$ cat src/rtl/ex_mem_pkg.sv
// Shared types and constants for the EX/MEM pipeline stage register.
// The payload struct below uses the default field widths.
package ex_mem_pkg;

  localparam int DATA_W = 32;
  localparam int REG_AW = 5;
  localparam int WB_W   = 2;
  localparam int M_W    = 3;

  // Bit positions inside the memory-control field
  localparam int MC_MEMREAD  = 2;
  localparam int MC_MEMWRITE = 1;
  localparam int MC_BRANCH   = 0;

  typedef struct packed {
    logic [WB_W-1:0]   wb;
    logic [M_W-1:0]    m;
    logic [DATA_W-1:0] adder;
    logic              zero;
    logic [DATA_W-1:0] alu;
    logic [DATA_W-1:0] rdata2;
    logic [REG_AW-1:0] rd;
  } ex_mem_payload_t;

endpackage

$ cat src/rtl/pipe_skid_reg.sv
// Generic valid/ready payload register with synchronous flush.
// Define EXMEM_SKID_EN for a second (skid) entry and a registered in_ready.
module pipe_skid_reg #(
  parameter int W = 8
) (
  input  logic         clk,
  input  logic         rst,
  input  logic         flush,
  input  logic         in_valid,
  output logic         in_ready,
  input  logic [W-1:0] in_data,
  output logic         out_valid,
  input  logic         out_ready,
  output logic [W-1:0] out_data
);

  // Handshake: a beat moves on an edge where valid && ready; the sender holds
  // valid and data stable until then, and valid never drops without a move.
  logic         main_v;
  logic [W-1:0] main_d;
  logic         acc;
  logic         xfer;

  assign acc       = in_valid && in_ready;
  assign xfer      = main_v && out_ready;
  assign out_valid = main_v;
  assign out_data  = main_d;

`ifdef EXMEM_SKID_EN
  logic         skid_v;
  logic [W-1:0] skid_d;

  assign in_ready = !skid_v;

  always_ff @(posedge clk or posedge rst) begin
    if (rst) begin
      main_v <= 1'b0;
      main_d <= '0;
      skid_v <= 1'b0;
      skid_d <= '0;
    end else if (flush) begin
      main_v <= 1'b0;
      skid_v <= 1'b0;
    end else if (!main_v || xfer) begin
      // Skid is only ever full while main is full, so it always drains first
      if (skid_v) begin
        main_d <= skid_d;
        main_v <= 1'b1;
        skid_v <= 1'b0;
      end else begin
        main_v <= acc;
        if (acc) main_d <= in_data;
      end
    end else if (acc) begin
      skid_d <= in_data;
      skid_v <= 1'b1;
    end
  end
`else
  assign in_ready = !main_v || out_ready;

  always_ff @(posedge clk or posedge rst) begin
    if (rst) begin
      main_v <= 1'b0;
      main_d <= '0;
    end else if (flush) begin
      main_v <= 1'b0;
    end else if (acc) begin
      main_v <= 1'b1;
      main_d <= in_data;
    end else if (xfer) begin
      main_v <= 1'b0;
    end
  end
`endif

endmodule

$ cat src/rtl/ex_mem_stage_reg.sv
// EX/MEM pipeline stage register with valid/ready, flush and branch resolve.
// Optional skid entry selected by defining EXMEM_SKID_EN.
module ex_mem_stage_reg
  import ex_mem_pkg::M_W, ex_mem_pkg::MC_MEMREAD, ex_mem_pkg::MC_MEMWRITE,
         ex_mem_pkg::MC_BRANCH;
#(
  parameter int DATA_W = 32,
  parameter int REG_AW = 5,
  parameter int WB_W   = 2
) (
  input  logic              clk,
  input  logic              rst,
  input  logic              flush,
  input  logic              in_valid,
  output logic              in_ready,
  input  logic [WB_W-1:0]   ctlwb_out,
  input  logic [M_W-1:0]    ctlm_out,
  input  logic [DATA_W-1:0] adder_out,
  input  logic              aluzero,
  input  logic [DATA_W-1:0] aluout,
  input  logic [DATA_W-1:0] readdat2,
  input  logic [REG_AW-1:0] muxout,
  output logic              out_valid,
  input  logic              out_ready,
  output logic [WB_W-1:0]   wb_ctlout,
  output logic              memread,
  output logic              memwrite,
  output logic              branch,
  output logic [DATA_W-1:0] add_result,
  output logic [DATA_W-1:0] alu_result,
  output logic [DATA_W-1:0] rdata2out,
  output logic              zero,
  output logic [REG_AW-1:0] five_bit_muxout,
  output logic              pcsrc
);

  typedef struct packed {
    logic [WB_W-1:0]   wb;
    logic [M_W-1:0]    m;
    logic [DATA_W-1:0] adder;
    logic              zero;
    logic [DATA_W-1:0] alu;
    logic [DATA_W-1:0] rdata2;
    logic [REG_AW-1:0] rd;
  } payload_t;

  payload_t in_p;
  payload_t q;

  assign in_p = '{wb: ctlwb_out, m: ctlm_out, adder: adder_out, zero: aluzero,
                  alu: aluout, rdata2: readdat2, rd: muxout};

  pipe_skid_reg #(.W($bits(payload_t))) u_reg (
    .clk      (clk),
    .rst      (rst),
    .flush    (flush),
    .in_valid (in_valid),
    .in_ready (in_ready),
    .in_data  (in_p),
    .out_valid(out_valid),
    .out_ready(out_ready),
    .out_data (q)
  );

  // Control bits are masked by valid so an empty slot is a true bubble
  assign wb_ctlout       = out_valid ? q.wb : '0;
  assign memread         = out_valid & q.m[MC_MEMREAD];
  assign memwrite        = out_valid & q.m[MC_MEMWRITE];
  assign branch          = out_valid & q.m[MC_BRANCH];
  assign add_result      = q.adder;
  assign alu_result      = q.alu;
  assign rdata2out       = q.rdata2;
  assign zero            = q.zero;
  assign five_bit_muxout = q.rd;
  assign pcsrc           = branch & q.zero;

endmodule

$ cat config.mk
export PLATFORM = sky130hd
export DESIGN_NAME = ex_mem_stage_reg
export DESIGN_NICKNAME = d
export VERILOG_FILES = /design/src/rtl/ex_mem_pkg.sv /design/src/rtl/pipe_skid_reg.sv /design/src/rtl/ex_mem_stage_reg.sv
export SDC_FILE = /design/constraint.sdc
export NUM_CORES = 1
export LEC_CHECK = 0
export BUFFER_PORTS_ARGS = -buffer_cell sky130_fd_sc_hd__buf_4
export CAP_MARGIN = 20
export CORE_MARGIN = 2
export CORE_UTILIZATION = 41
export DETAILED_ROUTE_END_ITERATION = 10
export HOLD_SLACK_MARGIN = 0.08
export MAX_ROUTING_LAYER = met4
export PLACE_DENSITY = 0.77
export SYNTH_ARGS = -nofsm -noshare
export SYNTH_HDL_FRONTEND = slang
export SYNTH_HIERARCHICAL = 1
export SYNTH_SLANG_ARGS = --single-unit
$ cat constraint.sdc
create_clock -name clk -period 3.3 [get_ports clk]
set_input_delay 0.495 -clock clk [delete_from_list [all_inputs] [get_ports clk]]
set_output_delay 0.495 -clock clk [all_outputs]
set_load 0.1 [all_outputs]
# --- Word level (Yosys, flattened, before mapping) ---
# Index checks and enable logic that the tools add are counted.
word_totals:
  ff_bits: 108
classes:
  muxes: 4
  bitwise: 5
  n_reduce_logical: 6
op_table:
  columns: ["operator", "count"]
  rows:
  - ["$and A1 B1 Y1", 4]
  - ["$mux W1", 3]
  - ["$reduce_bool A3 Y1", 1]
  - ["$logic_and A1 B1 Y1", 2]
  - ["$mux W2", 1]
  - ["$reduce_and A2 Y1", 1]
  - ["$logic_not A1 Y1", 1]
  - ["$logic_or A1 B1 Y1", 1]
  - ["$not A1 Y1", 1]

# --- Longest topological paths before layout ---
# Gate-level depths: netlist of the first run.
depth:
  word_depth: 5
  mapped_depth: 6
  mapped_depth_nobuf: 3

# --- Modules after synthesis ---
# The synthesis of the first run kept the hierarchy.
by_module_without_submodules:
  columns: ["mod", "area_per_inst_um2", "cells_per_inst", "instances"]
  rows:
  - ["pipe_skid_reg", 4205.3, 233, 1]
  - ["ex_mem_stage_reg", 43.8, 6, 1]

# --- Worst setup path after synthesis of the first run ---
# No wires, ideal clock.
synth_path:
  path_type: "flip-flop to output port"
  start: "register u_reg.main_v (netlist: u_reg/out_valid)"
  end: "output pcsrc"
  setup_slack_ns: 0.923
  n_path_buf: 0
  path_stages_with_launch: 2
  t_arrival_ns: 1.882
  required_time_ns: 2.805
  cell_sequence: "dfrtp_1 > and3_1"
synth_via:
  elab_chain_len: 2
synth_rtl:
  columns: ["item", "line", "text"]
  rows:
  - ["start, declared", "pipe_skid_reg.sv:19", "logic main_v;"]
  - ["start signal, assigned", "pipe_skid_reg.sv:64", "main_v <= 1'b0;"]
  - ["start signal, assigned", "pipe_skid_reg.sv:67", "main_v <= 1'b0;"]
  - ["start signal, assigned", "pipe_skid_reg.sv:69", "main_v <= 1'b1;"]
  - ["$and A1 B1 Y1", "ex_mem_stage_reg.sv:69", "assign branch = out_valid & q.m[MC_BRANCH];"]
  - ["$and A1 B1 Y1", "ex_mem_stage_reg.sv:75", "assign pcsrc = branch & q.zero;"]
  - ["end, declared", "ex_mem_stage_reg.sv:34", "output logic pcsrc"]
# No other way between the ends.

# --- Worst setup path after layout of the first run ---
layout_path:
  start: "register u_reg.main_v (netlist: u_reg/out_valid)"
  end: "output in_ready"
layout_via:
  elab_chain_len: 2
layout_rtl:
  columns: ["item", "line", "text"]
  rows:
  - ["$logic_not A1 Y1", "pipe_skid_reg.sv:60", "assign in_ready = !main_v || out_ready;"]
  - ["$logic_or A1 B1 Y1", "pipe_skid_reg.sv:60", null]
  - ["end, declared", "ex_mem_stage_reg.sv:15", "output logic in_ready,"]
# No other way between the ends.

==> results of run 1 <==
## kinds of logic (layout without fill, tap and decap cells)
group,after synthesis,after routing
buffers and inverters,14,242
AND/OR/NAND/NOR,10,10
flip-flops,108,108
multiplexers,107,107
## worst max path at each step
stage                    endpoint  depth (start not counted)            start
2_1_floorplan               pcsrc                          1  u_reg/out_valid
3_3_place_gp   u_reg/out_data[41]                          4            flush
3_5_place_dp   u_reg/out_data[95]                          4            flush
4_1_cts                  in_ready                          3  u_reg/out_valid
5_1_grt                  in_ready                          3  u_reg/out_valid
6_report                 in_ready                          3  u_reg/out_valid
## per-stage QoR
stage          util (%)  power [mW]  area, um^2  instances  hold slack (ps)
6_report           61.8        5.26        6290        603              285
5_1_grt            61.8        5.45        6290        603              286
3_3_place_gp       59.0        4.17        6000        587              490
3_5_place_dp       59.0        4.21        6000        587              496
4_1_cts            61.8        5.32        6290        603              270
2_1_floorplan         -        3.64        4250        239              473
## cell usage after synthesis
cell | number | area share, %
dfrtp_1 | 108 | 64
mux2_2 | 77 | 20
mux2_4 | 30 | 11
buf_4 | 7 | 1.2
and2_2 | 5 | 0.88
buf_12 | 4 | 1.9
inv_1 | 2 | 0.18
nor2_1 | 2 | 0.18
and3_1 | 1 | 0.15
buf_6 | 1 | 0.26
nor2b_4 | 1 | 0.32
nor3b_2 | 1 | 0.29
## registers in the layout, summed over array words and instances, names as in the netlist
register         flops
u_reg/out_valid      1
u_reg/out_data     107
## power by group through the flow
stage	registers, mW	clock network (mW)	logic, mW
floorplan	3.27	0	0.375
global placement	1.69	0	2.49
detailed placement	1.70	0	2.51
CTS	1.68	1.13	2.51
global route	1.70	1.19	2.55
finish	1.67	1.09	2.49
## worst max-delay path, cell delays in order, from the launching register on
cell and delay [ps]:
dfrtp_1 460, nor2b_4 230, inv_1 60, buf_4 230
## final cells by class
class                      count  area, um^2  area share [%]
clock buffer                   9         124            1.97
timing repair buffer         224        1720            27.3
inverter                       2        11.3           0.179
sequential                   108        2700            43.0
clock inverter                 7         163            2.59
tap                          136         170            2.70
multi-input combinational    117        1400            22.3
## routing by layer
metal  part of all wire (%)  global-route usage (%)  up-vias
li1                       -                       -     1276
met1                     40                    21.5     1404
met2                     50                    28.8      127
met3                    6.8                    4.45       20
met4                    2.9                    9.30        0
met5                      0                       -        -
==> flow_metrics.tcl, run 1 <==
set metrics [dict create \
    max_freq_mhz 541 \
    layout_common_cells "buf_4, dfrtp_1, mux2_2" \
    switchingPower_mw 2.47 \
    nFillCells 814 \
    final_common_cell "buf_4" \
    r2r_slack_ps 1480 \
    start_util_pct 41.7 \
    cts-buffers-inserted 9 \
    antenna_cells 0 \
    h-tree-depth 3 \
    cts.repair.resized 0 \
    post-cts-setup-buffer-count 0 \
    worstMarginPinSlew_ps 551 \
    synth_xor_area_share_pct 0 \
    dieWidth_um 106 \
    synth_top_family_by_area "multiplexers" \
    ctsHoldBuffers 0 \
    finalSetupTns_ps 0 \
    critPathKind "flop to primary output" \
    seq_area_frac_synth_pct 63.6 \
    max-vdd-ir-drop_mv 0.419 \
    row_count 37 \
    grt_max_degree 109 \
    dp_hpwl_mm 6.90 \
    num-nets-final 574 \
    synthAdderAreaFrac_pct 0 \
    cts_tree "yes" \
    skew_ps 4.74 \
    hold_viol 0 \
    max_slew_margin_pct 63.2 \
    maxCapViolations 0 \
    first_iter_violations 85 \
    antenna_left 0 \
    p_leak_nw 3.05 \
    p_seq_share_pct 31.8 \
    ios 222 \
    clock_latency_ps 370 \
    timing.rr.start "u_reg/out_valid" \
    switching_share_pct 46.9 \
    track_usage_pct 18.1 \
    rr_worst_depth 4 \
    synth_compound_area_share_pct 0 \
    cp_max_fo 8 \
    netlist_instances 239 \
    finalWirelength_mm 9.54 \
    combPwrFrac_pct 47.4 \
    vias 2827 \
    rsz0062_at_grt "false" \
    finalSetupViolations 0 \
    outcome "complete, no violations" \
    netlist_area_um2 4250 \
    ys_seq_elements 108 \
    drcViolationCount 0 \
    fp.dieArea_um2 11200 \
    vias_per_cell 4.69 \
    synth_fp_nets 351 \
    grt_pass1_vias 3113 \
    intPower_mw 2.79 \
    slew_viol_final 0 \
    globalplace.congestion 0.730 \
    area_growth_pct 48.1 \
    timing.rr.end "u_reg/out_data[40]" \
    drt-pass1-iter-count 4 \
    clockRootBuffer "clkbuf_8" \
    fin_crit_ps 1850 \
    grt_overflow 0 \
    clock-sinks 108 \
    core_area_um2 10200 \
    power_frac_clock_pct 20.8 \
    yosysUniqueCellTypes 12 \
    wl_per_cell_um 15.8 \
    die_y_um 106 \
    numPortBuffers 221 \
    start_kind "flop" \
    worstSetupEndpointType "primary output" \
    grt_pass1_wl_mm 15.2 \
    path_clk_slew_ps 100 \
    place_ws_ps 1470 \
    synthMuxAreaShare_pct 31.0 \
    avgSynthCellArea_um2 17.8 \
    final.period_utilization_pct 56.0 \
    clk_path_buf_depth 2 \
    power_density_nw_per_um2 836 \
    ys_warn_count 6 \
    hp-class "input port to asynchronous set/reset pin" \
    drive_gt1_share_pct 76.0 \
    yosys.area_share.simple_pct 1.83 \
    worst_slack_ps 1450 \
    antenna_found_initial 0 \
    crit_required_ps 2800 \
    worst-endpoint-arrival_ps 1350 \
]
(Power assumes the default switching activity.)
==> inputs of run 2 (changes only) <==
Clock period 3.3 ns to 1.54 ns, I/O delays scaled along.
==> run 2 against run 1 <==
The flow now finishes with violations (setup timing). Combinational power rose by 130%. Flip-flop and latch count stayed put. Clock-buffer cell count up 2. Wire length up 32%. Sequential power is 120% higher. Utilization increased by 13 points. Final cell count grew 19%. First-iteration DRC count increased by 9.4%. Critical path depth rose by 2. Clock skew rose by 9.9 ps. Global-route usage grew 3.8 points. Largest cell class is now buffers. Largest power group unchanged.
==> flow_metrics.tcl, run 2 (synthesis results as in run 1) <==
set metrics [dict create \
    crit_required_ps 1790 \
    hold_viol 0 \
    final_common_cell "buf_4" \
    vias 3278 \
    globalplace.congestion 0.763 \
    largest_reg_flops 107 \
    post-cts-setup-buffer-count 0 \
    track_usage_pct 22.0 \
    final.period_utilization_pct 102 \
    placedCellCount 601 \
    max-vdd-ir-drop_mv 0.882 \
    rsz0062_at_grt "true" \
    vias_per_cell 4.58 \
    numPortBuffers 221 \
    skew_ps 14.7 \
    worst_slack_ps -33.1 \
    drcViolationCount 0 \
    antenna_found_initial 1 \
    cts_tree "yes" \
    grt_overflow 0 \
    instances_no_fill 715 \
    drive_gt1_share_pct 64.4 \
    clock_latency_ps 370 \
    rr_worst_depth 5 \
    path_cells "nor2b_4, nor3b_4, buf_6, buf_12, mux2_2" \
    max_freq_mhz 636 \
    place_area_um2 6160 \
    fin_crit_ps 1570 \
    layout_common_cells "buf_4, dfrtp_1, dlygate4sd3_1" \
    critical_path.max_stage_delay_ps 410 \
    p_leak_nw 3.67 \
    h-tree-depth 3 \
    outcome "complete, but fails checks" \
    worstMarginPinSlew_ps 333 \
    antenna_left 0 \
    row_count 37 \
    slew_viol_final 0 \
    worstSetupEndpointType "flop" \
    clockRootBuffer "clkbuf_8" \
    drt-pass1-iter-count 4 \
    grt_pass1_vias 3658 \
    dieWidth_um 106 \
    power_density_nw_per_um2 1450 \
    grt_pass1_wl_mm 18.3 \
    start_util_pct 41.7 \
    grt_max_degree 62 \
    cts-buffers-inserted 9 \
    max_slew_margin_pct 77.8 \
    area_growth_pct 78.4 \
    dp_hpwl_mm 7.44 \
    cp_max_fo 14 \
    hp-class "input port to flop" \
    wl_per_cell_um 17.6 \
    violations "setup timing" \
    clock-sinks 108 \
    core_area_um2 10200 \
    finalSetupViolations 23 \
    postLayoutCellArea_um2 7580 \
    worst-endpoint-arrival_ps 1830 \
    die_y_um 106 \
    hold_path_depth 2 \
    ios 222 \
    path_clk_slew_ps 100 \
    clk_path_buf_depth 2 \
    finalWirelength_mm 12.6 \
    maxCapViolations 0 \
    start_kind "flop" \
    num-nets-final 685 \
    power.total_mw 11.0 \
    crit_slowest_cell "dfrtp_2" \
    first_iter_violations 93 \
    fp.dieArea_um2 11200 \
    critPathKind "flop to flop" \
]
[run 2: cell types whose count changed in the layout (fill, tap and decap cells not counted), sizes merged]
cell / before / now
dlygate4sd3: 0 / 96
bufinv: 5 / 0
diode: 0 / 1
clkbuf: 9 / 12
buf: 224 / 238
clkinvlp: 2 / 3
clkinv: 1 / 3
[run 2: final cells by class]
| cell class | instances | area [um^2] |
|---|---|---|
| timing repair buffer | 335 | 2960 |
| antenna | 1 | 2.50 |
| fill | 645 | 2600 |
| sequential | 108 | 2700 |
| clock buffer | 11 | 141 |
| tap | 136 | 170 |
| clock inverter | 5 | 37.5 |
| multi-input combinational | 117 | 1560 |
| inverter | 2 | 11.3 |
[run 2: layer usage]
layer	part of all wire, %	track usage (%)	vias to the layer above
li1	-	-	1498
met1	36	22.9	1596
met2	55	38.7	146
met3	5.7	5.63	38
met4	3.6	10.4	0
met5	0	-	-
[run 2: power by group]
group / internal, mW / switching, mW
combinational: 1.62 / 4.21
clock: 0.637 / 0.945
sequential: 3.32 / 0.294
total: 5.57 / 5.44
[run 2: final timing paths]
check | from | to | slack (ps)
worst min register to register | u_reg/out_data[80] | u_reg/out_data[80] | 520
worst max register to register | u_reg/out_valid | u_reg/out_data[18] | -30
worst min-delay path | adder_out[20] | u_reg/out_data[90] | 110
worst max-delay path | u_reg/out_valid | u_reg/out_data[18] | -30
min in group asynchronous | rst | u_reg/out_data[7] | 520
max in group asynchronous | rst | u_reg/out_valid | 680
[run 2: critical path: cells and delay by family, from the launching register on]
kind,cells,cell delay [ps]
AND/OR/NAND/NOR,2,340
buffers and inverters,2,360
flip-flops,1,410
multiplexers,1,350
[run 2: through the flow]
| stage | setup slack (ps) | hold WS (ps) | TNS (ps) | utilization [%] |
|---|---|---|---|---|
| finish | -33.1 | 109 | -214 | 74.4 |
| global route | -93.7 | 79.7 | -5290 | 74.4 |
| CTS | -28.8 | 80.0 | -848 | 71.8 |
| detailed placement | -15.9 | 359 | -212 | 60.5 |
| global placement | -1.53 | 348 | -3.31 | 60.5 |
| floorplan | -277 | 294 | -24470 | - |
[run 2: timing repair]
| action | CTS | global route |
|---|---|---|
| setup endpoints to repair | 79 | 111 |
| gates cloned | 0 | 1 |
| endpoints found under the hold margin | 199 | 4 |
| resized for setup | 14 | 54 |
| hold buffers | 92 | 4 |
